<file path="config.mk">
export PLATFORM = sky130hd
export DESIGN_NAME = vector_divider_mc
export DESIGN_NICKNAME = d
export VERILOG_FILES = /design/src/rtl/vd_pkg.sv /design/src/rtl/div_core.sv /design/src/rtl/vector_divider_mc.sv
export SDC_FILE = /design/constraint.sdc
export NUM_CORES = 1
export LEC_CHECK = 0
export ABC_AREA = 1
export CORE_MARGIN = 4
export CORE_UTILIZATION = 46
export CTS_CLUSTER_DIAMETER = 60
export DETAILED_ROUTE_END_ITERATION = 16
export PLACE_DENSITY = 0.72
export SETUP_SLACK_MARGIN = 0.02
export SLEW_MARGIN = 20
export SYNTH_ARGS = -nofsm -noshare
export SYNTH_HDL_FRONTEND = slang
export SYNTH_SLANG_ARGS = --single-unit
</file>
<file path="constraint.sdc">
create_clock -name clock -period 3.5 [get_ports clock]
set_clock_uncertainty 0.2 [all_clocks]
set_input_delay 0.7 -clock clock [delete_from_list [all_inputs] [get_ports clock]]
set_output_delay 0.7 -clock clock [all_outputs]
set_load 0.05 [all_outputs]
</file>
<file path="src/rtl/vd_pkg.sv">
// rtl/vd_pkg.sv - shared state encoding, mode codes and address constants for the vector divider
//
// Contents:
//   vd_state_e        sequencer states
//   MODE_*            arithmetic mode codes (bit1 = signed, bit0 = remainder)
//   PAIR_STRIDE_LOG2  log2 of words per operand pair in RAM
//   X_OFFSET/Y_OFFSET word offsets of X and Y inside a pair

package vd_pkg;

  typedef enum logic [2:0] {
    ST_IDLE,
    ST_RD_X,
    ST_RD_Y,
    ST_CAP_Y,
    ST_DIV,
    ST_WR,
    ST_DONE
  } vd_state_e;

  localparam logic [1:0] MODE_UQ = 2'b00;
  localparam logic [1:0] MODE_UR = 2'b01;
  localparam logic [1:0] MODE_SQ = 2'b10;
  localparam logic [1:0] MODE_SR = 2'b11;

  // Operands are stored as interleaved X,Y pairs: two words per element.
  localparam int PAIR_STRIDE_LOG2 = 1;
  localparam int X_OFFSET         = 0;
  localparam int Y_OFFSET         = 1;

endpackage

</file>
<file path="src/rtl/div_core.sv">
// rtl/div_core.sv - NBITS iterative restoring divider with zero-divisor and signed-overflow short-circuit
//
// Ports:
//   clock, reset          rising-edge clock, synchronous active-high reset
//   start                 one-cycle load pulse; dividend/divisor/signed_en sampled here
//   signed_en             treat operands as two's complement, truncate toward zero
//   dividend, divisor     operands
//   quotient, remainder   results, valid from done until the next start
//   done                  one-cycle pulse when results are ready
//   dz                    divisor was zero on the last start (held until next start)

module div_core #(
  parameter int NBITS = 32
) (
  input  logic             clock,
  input  logic             reset,
  input  logic             start,
  input  logic             signed_en,
  input  logic [NBITS-1:0] dividend,
  input  logic [NBITS-1:0] divisor,
  output logic [NBITS-1:0] quotient,
  output logic [NBITS-1:0] remainder,
  output logic             done,
  output logic             dz
);

  localparam logic [NBITS-1:0] MIN_VAL = {1'b1, {(NBITS-1){1'b0}}};
  localparam int               CNT_W   = $clog2(NBITS + 1);

  logic [NBITS-1:0] q_q, r_q, d_q;
  logic             neg_quo_q, neg_rem_q, busy_q;
  logic [CNT_W-1:0] cnt_q;

  logic             a_neg, b_neg;
  logic [NBITS-1:0] a_mag, b_mag;
  logic [2*NBITS-1:0] first_step, next_step;

  // One restoring step: shift the next dividend bit into the partial
  // remainder and keep the subtraction only if it did not borrow.
  // Returns {remainder, quotient}.
  function automatic logic [2*NBITS-1:0] div_step(input logic [NBITS-1:0] rem,
                                                  input logic [NBITS-1:0] q,
                                                  input logic [NBITS-1:0] d);
    logic [NBITS:0] shifted;
    logic [NBITS:0] diff;
    shifted = {rem, q[NBITS-1]};
    diff    = shifted - {1'b0, d};
    if (diff[NBITS]) begin
      return {shifted[NBITS-1:0], q << 1};
    end
    return {diff[NBITS-1:0], (q << 1) | NBITS'(1)};
  endfunction

  always_comb begin
    a_neg = signed_en & dividend[NBITS-1];
    b_neg = signed_en & divisor[NBITS-1];
    a_mag = a_neg ? -dividend : dividend;
    b_mag = b_neg ? -divisor : divisor;
  end

  // The first quotient bit is produced on the load edge so that a normal
  // division finishes exactly NBITS edges after start.
  assign first_step = div_step('0, a_mag, b_mag);
  assign next_step  = div_step(r_q, q_q, d_q);

  always_ff @(posedge clock) begin
    if (reset) begin
      q_q       <= '0;
      r_q       <= '0;
      d_q       <= '0;
      neg_quo_q <= 1'b0;
      neg_rem_q <= 1'b0;
      busy_q    <= 1'b0;
      cnt_q     <= '0;
      done      <= 1'b0;
      dz        <= 1'b0;
    end else begin
      done <= 1'b0;
      if (start) begin
        d_q       <= b_mag;
        neg_quo_q <= 1'b0;
        neg_rem_q <= 1'b0;
        busy_q    <= 1'b0;
        cnt_q     <= '0;
        if (divisor == '0) begin
          q_q  <= '1;
          r_q  <= dividend;
          dz   <= 1'b1;
          done <= 1'b1;
        end else if (signed_en && dividend == MIN_VAL && divisor == '1) begin
          // MIN / -1 does not fit; saturate to MIN with zero remainder.
          q_q  <= MIN_VAL;
          r_q  <= '0;
          dz   <= 1'b0;
          done <= 1'b1;
        end else begin
          {r_q, q_q} <= first_step;
          neg_quo_q  <= a_neg ^ b_neg;
          neg_rem_q  <= a_neg;
          dz         <= 1'b0;
          cnt_q      <= CNT_W'(NBITS - 1);
          busy_q     <= (NBITS > 1);
          done       <= (NBITS == 1);
        end
      end else if (busy_q) begin
        {r_q, q_q} <= next_step;
        cnt_q      <= cnt_q - CNT_W'(1);
        if (cnt_q == CNT_W'(1)) begin
          busy_q <= 1'b0;
          done   <= 1'b1;
        end
      end
    end
  end

  assign quotient  = neg_quo_q ? -q_q : q_q;
  assign remainder = neg_rem_q ? -r_q : r_q;

endmodule

</file>
<file path="src/rtl/vector_divider_mc.sv">
// rtl/vector_divider_mc.sv - RAM-resident vector divider: reads X/Y pairs, writes quotient or remainder
//
// Ports:
//   clock, reset                 rising-edge clock, synchronous active-high reset
//   Addr, Wdata, Wenable, Rdata  single-port RAM, synchronous read (Rdata one cycle after Addr)
//   Ndata, src_base, dst_base    pair count and base addresses, sampled on accepted start
//   mode                         00 uq, 01 ur, 10 sq, 11 sr, sampled on accepted start
//   startvd                      start request, honoured only in IDLE
//   busyvd, donevd               run status and one-cycle completion pulse
//   dz_err, dz_count             sticky zero-divisor flag and saturating count for the run

module vector_divider_mc
  import vd_pkg::*;
#(
  parameter int RAM_SIZE = 10,
  parameter int NBITS    = 32,
  parameter int CNT_W    = 10
) (
  input  logic                clock,
  input  logic                reset,
  output logic [RAM_SIZE-1:0] Addr,
  output logic [NBITS-1:0]    Wdata,
  input  logic [NBITS-1:0]    Rdata,
  output logic                Wenable,
  input  logic [RAM_SIZE-1:0] Ndata,
  input  logic [RAM_SIZE-1:0] src_base,
  input  logic [RAM_SIZE-1:0] dst_base,
  input  logic [1:0]          mode,
  input  logic                startvd,
  output logic                busyvd,
  output logic                donevd,
  output logic                dz_err,
  output logic [CNT_W-1:0]    dz_count
);

  vd_state_e           state_q;
  logic [RAM_SIZE-1:0] n_q, src_q, dst_q, i_q;
  logic [1:0]          mode_q;
  logic [NBITS-1:0]    x_q;

  logic [RAM_SIZE-1:0] i_inc, y_addr_cur, x_addr_next, dst_addr_cur;
  logic                div_start, div_signed, want_rem;
  logic [NBITS-1:0]    div_quo, div_rem, result;
  logic                div_done, div_dz;

  // Address arithmetic is carried in RAM_SIZE bits so it wraps silently.
  assign i_inc        = i_q + RAM_SIZE'(1);
  assign y_addr_cur   = src_q + (i_q << PAIR_STRIDE_LOG2) + RAM_SIZE'(Y_OFFSET);
  assign x_addr_next  = src_q + (i_inc << PAIR_STRIDE_LOG2) + RAM_SIZE'(X_OFFSET);
  assign dst_addr_cur = dst_q + i_q;

  assign div_signed = (mode_q == MODE_SQ) || (mode_q == MODE_SR);
  assign want_rem   = (mode_q == MODE_UR) || (mode_q == MODE_SR);
  assign result     = want_rem ? div_rem : div_quo;

  // Y is on Rdata during CAP_Y; the divider latches it directly on that edge.
  assign div_start = (state_q == ST_CAP_Y);

  div_core #(
    .NBITS(NBITS)
  ) u_div_core (
    .clock    (clock),
    .reset    (reset),
    .start    (div_start),
    .signed_en(div_signed),
    .dividend (x_q),
    .divisor  (Rdata),
    .quotient (div_quo),
    .remainder(div_rem),
    .done     (div_done),
    .dz       (div_dz)
  );

  always_ff @(posedge clock) begin
    if (reset) begin
      state_q  <= ST_IDLE;
      n_q      <= '0;
      src_q    <= '0;
      dst_q    <= '0;
      i_q      <= '0;
      mode_q   <= MODE_UQ;
      x_q      <= '0;
      Addr     <= '0;
      Wdata    <= '0;
      Wenable  <= 1'b0;
      busyvd   <= 1'b0;
      donevd   <= 1'b0;
      dz_err   <= 1'b0;
      dz_count <= '0;
    end else begin
      case (state_q)
        ST_IDLE: begin
          if (startvd) begin
            n_q      <= Ndata;
            src_q    <= src_base;
            dst_q    <= dst_base;
            mode_q   <= mode;
            i_q      <= '0;
            dz_err   <= 1'b0;
            dz_count <= '0;
            busyvd   <= 1'b1;
            if (Ndata == '0) begin
              donevd  <= 1'b1;
              state_q <= ST_DONE;
            end else begin
              Addr    <= src_base + RAM_SIZE'(X_OFFSET);
              state_q <= ST_RD_X;
            end
          end
        end

        ST_RD_X: begin
          Addr    <= y_addr_cur;
          state_q <= ST_RD_Y;
        end

        ST_RD_Y: begin
          x_q     <= Rdata;
          state_q <= ST_CAP_Y;
        end

        ST_CAP_Y: begin
          state_q <= ST_DIV;
        end

        ST_DIV: begin
          if (div_done) begin
            Addr    <= dst_addr_cur;
            Wdata   <= result;
            Wenable <= 1'b1;
            state_q <= ST_WR;
            if (div_dz) begin
              dz_err <= 1'b1;
              if (dz_count != '1) begin
                dz_count <= dz_count + CNT_W'(1);
              end
            end
          end
        end

        ST_WR: begin
          Wenable <= 1'b0;
          i_q     <= i_inc;
          if (i_inc == n_q) begin
            donevd  <= 1'b1;
            state_q <= ST_DONE;
          end else begin
            Addr    <= x_addr_next;
            state_q <= ST_RD_X;
          end
        end

        ST_DONE: begin
          donevd  <= 1'b0;
          busyvd  <= 1'b0;
          state_q <= ST_IDLE;
        end

        default: begin
          Wenable <= 1'b0;
          state_q <= ST_IDLE;
        end
      endcase
    end
  end

endmodule

</file>
# Word-level counts from Yosys, hierarchy flattened
# Index checks and enable logic that the tools add are counted.
# totals
regBits	240
elab_cells	152
# op_classes
add_sub_neg	13
n_eq_ne	22
mux	66
n_bitwise	4
n_reduce_logical	24
# ops
cell	count
32-bit 2-to-1 mux	13
64-bit 2-to-1 mux	4
32-bit negation	4
10-bit 2-to-1 mux	8
32-bit == test, second input constant	2
10-bit case mux with 2 select lines	2
10-bit case mux with 4 select lines	1
1-bit by 32-bit subtractor with 33-bit output	1
33-bit by 32-bit subtractor with 33-bit output	1
32-bit zero test	1
10-bit by 1-bit adder with 10-bit output, second input constant	3
10-bit adder	3
1-bit 2-to-1 mux	25
6-bit 2-to-1 mux	3
3-bit case mux with 6 select lines	1
3-bit 2-to-1 mux	4
2-bit != test, second input constant	6
2-bit AND reduction	6
10-bit == test	1
10-bit zero test	1
10-bit != test, second input constant	1
5-bit AND reduction	2
3-bit == test, second input constant	3
4-bit AND reduction	2
20 further kinds	31

# Depth between registers and ports, before layout
# depth
ltp_word	10
depth_mapped	22
depth_no_buf	21

# By module
# A second synthesis with hierarchy kept.
# unflattened
hier_cells	2839
hier_area_um2	17996.0
# modules_own_cells
module	n_inst	cells_each	area_each_um2
div_core	1	1797	10651.5
vector_divider_mc	1	1042	7344.5

# Worst setup path after synthesis
# Ideal clock, no wire load.
# synth_path
path_type	register to register
from	register x_q[2]
to	register u_div_core.r_q[15]
setup_time_ns	0.056
arrival_ns	2.619
required_ns	3.244
slack_ns	0.626
stages_incl_launch_ff	23
path_buffers	1
cell_sequence	dfxtp_1 > inv_1 > nand3_1 > nor2_1 > nand2_1 > nor3_1 > nand4_1 > nor3_1 > o21ai_0 > ha_1 > inv_1 > ha_1 > nand3_1 > nor2_1 > nand2_1 > nor2_4 > nand3_4 > nor2_4 > nand2_4 > buf_6 > nand3b_2 > nand2_1 > inv_1
# synth_between
elab_chain_cells	8
# synth_rtl
element	line_no	source
start: declaration	vector_divider_mc.sv:39	logic [NBITS-1:0] x_q;
start signal: assignment	vector_divider_mc.sv:118	x_q <= Rdata;
32-bit negation	div_core.sv:57	a_mag = a_neg ? -dividend : dividend;
32-bit 2-to-1 mux	div_core.sv:57	
1-bit by 32-bit subtractor with 33-bit output	div_core.sv:47	diff = shifted - {1'b0, d};
1-bit 2-to-1 mux	div_core.sv:48	if (diff[NBITS]) begin
64-bit 2-to-1 mux	div_core.sv:51	return {diff[NBITS-1:0], (q << 1) | NBITS'(1)};
32-bit 2-to-1 mux *	div_core.sv:90	end else if (signed_en && dividend == MIN_VAL && divisor == '1) begin
32-bit 2-to-1 mux *	div_core.sv:85	if (divisor == '0) begin
32-bit 2-to-1 mux *	div_core.sv:79	if (start) begin
end signal: assignment	div_core.sv:87	r_q <= dividend;
end signal: assignment	div_core.sv:97	{r_q, q_q} <= first_step;
end signal: assignment	div_core.sv:106	{r_q, q_q} <= next_step;
end: declaration	div_core.sv:30	logic [NBITS-1:0] q_q, r_q, d_q;
# Every way passes the cells marked *; elsewhere a longest branch is shown, timed or not.
# A chain may end at the register's enable or synchronous reset.

# Worst setup path in the final report
# layout_path
from	register u_div_core.q_q[31]
to	register u_div_core.r_q[23]
# layout_between
elab_chain_cells	5
# layout_rtl
element	line_no	source
start: declaration	div_core.sv:30	
start signal: assignment	div_core.sv:97	
start signal: assignment	div_core.sv:106	
33-bit by 32-bit subtractor with 33-bit output *	div_core.sv:47	
1-bit 2-to-1 mux	div_core.sv:48	
64-bit 2-to-1 mux *	div_core.sv:51	
32-bit 2-to-1 mux *	div_core.sv:105	end else if (busy_q) begin
32-bit 2-to-1 mux *	div_core.sv:79	
# Every way passes the cells marked *; elsewhere a longest branch is shown, timed or not. The select of a mux whose other input is x is not followed.

==> summary.md <==
| Metric | Value |
|---|---|
| Status | `finished, final reports clean` |
| Die width | `203 µm` |
| Arr. time, crit path | `3.61 ns` |
| CTS Buffer Depth | `3` |
| Placed cell area | `19,900 µm²` |
| Slowest cell on the critical path | `fa_1` |
| Overflow after GRT | `0` |
| Clock sink count | `240` |
| Final setup viols | `0` |
| Via-per-instance ratio | `5.74` |
| Mean Syn Cell Area | `6.35 µm²` |
| Final Hold Fails | `0` |
| Slowest stage delay, CP | `0.42 ns` |
| CP Launch Type | `register` |
| Final GP Congestion | `1.00` |
| DR vias | `19,900` |
| Worst Max-Slew Pin Slew | `0.943 ns` |
| Final wirelength | `71,400 µm` |
| Ys async rst share | `0` |
| Initial antenna violation count | `0` |
| Fin crit period | `3.28 ns` |
| Count leader, synth | `nand2_1` |
| Drt pass-1 iters | `6` |
| Diode count | `0` |
| Final ANT Viol Nets | `0` |
| Sequential fraction of the synthesis area | `0.275` |
| Worst EP required | `3.83 ns` |
| Hold Path Class | `reg2reg` |
| Iteration-0 DRC count of the detailed router | `2,187` |
| Fin area | `21,000 µm²` |
| IO Pins | `123` |
| Largest net degree at the start of global routing | `77` |
| Yosys reg bits | `240` |
| Post-CTS Hold Buffers | `0` |
| RSZ-0062 raised after global routing | `no` |
| All-Layer GR Usage | `0.331` |
| Synth area leaders | `dfxtp_1, nand2_1, inv_1` |
| Synth-to-Final Area Change | `20.1%` |
| Share of cells above drive strength 1 | `0.0919` |
| EDFF count, synth | `0` |
| Largest area contributor in the netlist | `dfxtp_1` |
| Fill count | `3,810` |
| Die Ht | `203 µm` |
| Drt drc | `0` |
| Period utilisation layout | `0.938` |
| P per Cell Area | `709 nW/µm²` |
| Post-Syn Instances | `2,757` |
| Net Count, Synth | `2,896` |
| Rel. slew slack | `0.371` |
| Post-CTS Setup Bufs | `0` |
| TritonCTS clock tree | `yes` |
| Post-synth top cells | `nand2_1, inv_1, o21ai_0, a21oi_1, nand3_1` |
| Mapped cell area | `17,500 µm²` |
| Hpwl dp | `56,600 µm` |
| Leakage | `9.82 nW` |
| CTS buffer count | `31` |
| Port Buf Inserts | `122` |
| Ys Warns | `0` |
| Die area | `41,200 µm²` |
| Post-synth top area share | `0.275` |
| H-tree levels | `1` |
| TNS Setup | `0 ns` |
| Global-route wire length before repair | `108,000 µm` |
| Vias in the first global route | `18,300` |
| Largest vdd supply drop | `0.000891 V` |
| Drt wl/cell | `20.6 µm` |
| Max cap viols | `0` |
| Clock latency on the worst-skew pair | `0.62 ns` |
| Top_reg_cell synth | `dfxtp_1` |
| Std cell rows | `71` |
| Crit. End Element | `register` |
| Max-slew violations | `0` |
| Clk root buf | `clkbuf_16` |
| Yosys cell types | `53` |
| Most Frequent Cell on Critical Path | `nand2_1` |
| Critical path cell sequence | `inv_1 -> ha_1 -> fa_1 -> o21ai_1 -> a21oi_1 -> inv_1 -> nand2_1 -> nand3_2 -> nand2_1 -> nand2_1 -> nand2_1 -> nand2_1 -> buf_12 -> nand3_1 -> nand3_1 -> nand3b_1 -> nand2_1 -> inv_1` |
| Crit Path Class | `reg2reg` |
| Initial core utilization | `0.466` |
| Worst Path Max Fanout | `31` |
| Core area | `37,600 µm²` |
| Max Fclk | `305 MHz` |
| Final-stage net count | `3,063` |
| Worst-path clk slew | `0.07 ns` |
==> cells in the final DEF, fill, tap and decap left out, types with 12 or more instances in the layout <==
master / instances
nand2_2: 12
o211ai_1: 44
nand2_1: 546
nand3_2: 12
nand4_1: 45
clkbuf_16: 31
a221oi_1: 19
inv_1: 387
nor2_2: 14
xnor2_1: 21
nand3_1: 245
a21oi_1: 246
clkdlybuf4s50_1: 121
nor2_1: 197
o21ai_0: 269
or2_2: 14
dfxtp_1: 239
ha_1: 68
buf_4: 118
xor2_1: 52
o21bai_1: 14
nor3_1: 49
==> power breakdown <==
group          total, mW  internal, mW  switching (mW)
clock network       3.42          2.03            1.39
logic               8.16          2.82            5.34
registers           3.33          3.01           0.319
==> final cells by class <==
type	instances	area, µm²	area share
Clock inverter	21	260	0.0124
Clock buffer	37	838	0.0399
Inverter	399	1500	0.0713
Sequential cell	240	4810	0.229
Tap cell	511	639	0.0304
Multi-Input combinational cell	2006	10800	0.512
Timing Repair Buffer	246	2220	0.106
==> registers in the layout, summed over array words and instances (netlist names), 2 cells and up <==
| signal | cells |
|---|---|
| Addr | 10 |
| Wdata | 32 |
| dst_q | 10 |
| dz_count | 10 |
| i_q | 10 |
| mode_q | 2 |
| n_q | 10 |
| src_q | 10 |
| state_q | 3 |
| u_div_core.cnt_q | 6 |
| u_div_core.d_q | 32 |
| u_div_core.q_q | 32 |
| u_div_core.r_q | 32 |
| x_q | 32 |
==> per-stage QoR <==
| step | instances | util | hold WS (ns) | setup slack, ns | total power, mW |
|---|---|---|---|---|---|
| final | 3460 | 0.560 | 0.251 | 0.218 | 14.9 |
| after global routing | 3460 | 0.560 | 0.279 | 0.0436 | 15.9 |
| after CTS | 3460 | 0.559 | 0.253 | 0.0801 | 14.7 |
| after detailed placement | 3402 | 0.530 | 0.244 | 0.0209 | 11.3 |
| after global placement | 3402 | 0.530 | 0.238 | 0.0992 | 11.3 |
| after floorplan | 2757 | - | 0.244 | 0.626 | 8.57 |
==> worst max-delay path, delay by kind of cell, from the launching register on <==
family                   cells  cell delay (ns)
AND/OR/NAND/NOR             10             1.03
buffers and inverters        4             0.45
flip-flops                   1             0.33
AO/OA/AOI/OAI                2             0.48
adder cells (fa/ha/maj)      2             0.69
==> worst paths after layout <==
check                                                      from                               to  slack (ns)  cells after the start
worst max-delay path            u_div_core.q_q[31]$_SDFFE_PP0P_  u_div_core.r_q[23]$_SDFFE_PP0P_        0.22                     18
worst min-delay path                        donevd$_SDFFE_PP0P_              donevd$_SDFFE_PP0P_        0.25                      2
worst max register to register  u_div_core.q_q[31]$_SDFFE_PP0P_  u_div_core.r_q[23]$_SDFFE_PP0P_        0.22                     18
worst min register to register              donevd$_SDFFE_PP0P_              donevd$_SDFFE_PP0P_        0.25                      2
==> repair_timing <==
item / in CTS / in global routing
endpoints found under the hold margin: 0 / 0
endpoints found under the setup margin: 0 / 19
resized for setup: 0 / 7
==> cell families (layout without fill, tap and decap cells) <==
logic type,after synthesis,in the layout,synth area share
AOI/OAI and AO/OA,678,678,0.217
xor gates and xnor gates,73,73,0.0365
adders and majority gates,72,72,0.0532
buffers and inverters,511,703,0.113
DFF,240,240,0.275
and+or+nand+nor,1183,1183,0.306
==> per-layer routing <==
metal | global-route usage | routed length, µm | vias up
met4 | 0.107 | 2690 | 0
met5 | 0 | 0 | -
met3 | 0.0423 | 5630 | 142
li1 | - | - | 9547
met1 | 0.465 | 31300 | 9249
met2 | 0.531 | 31800 | 917
Note: power is estimated with default switching activity, not from simulation.
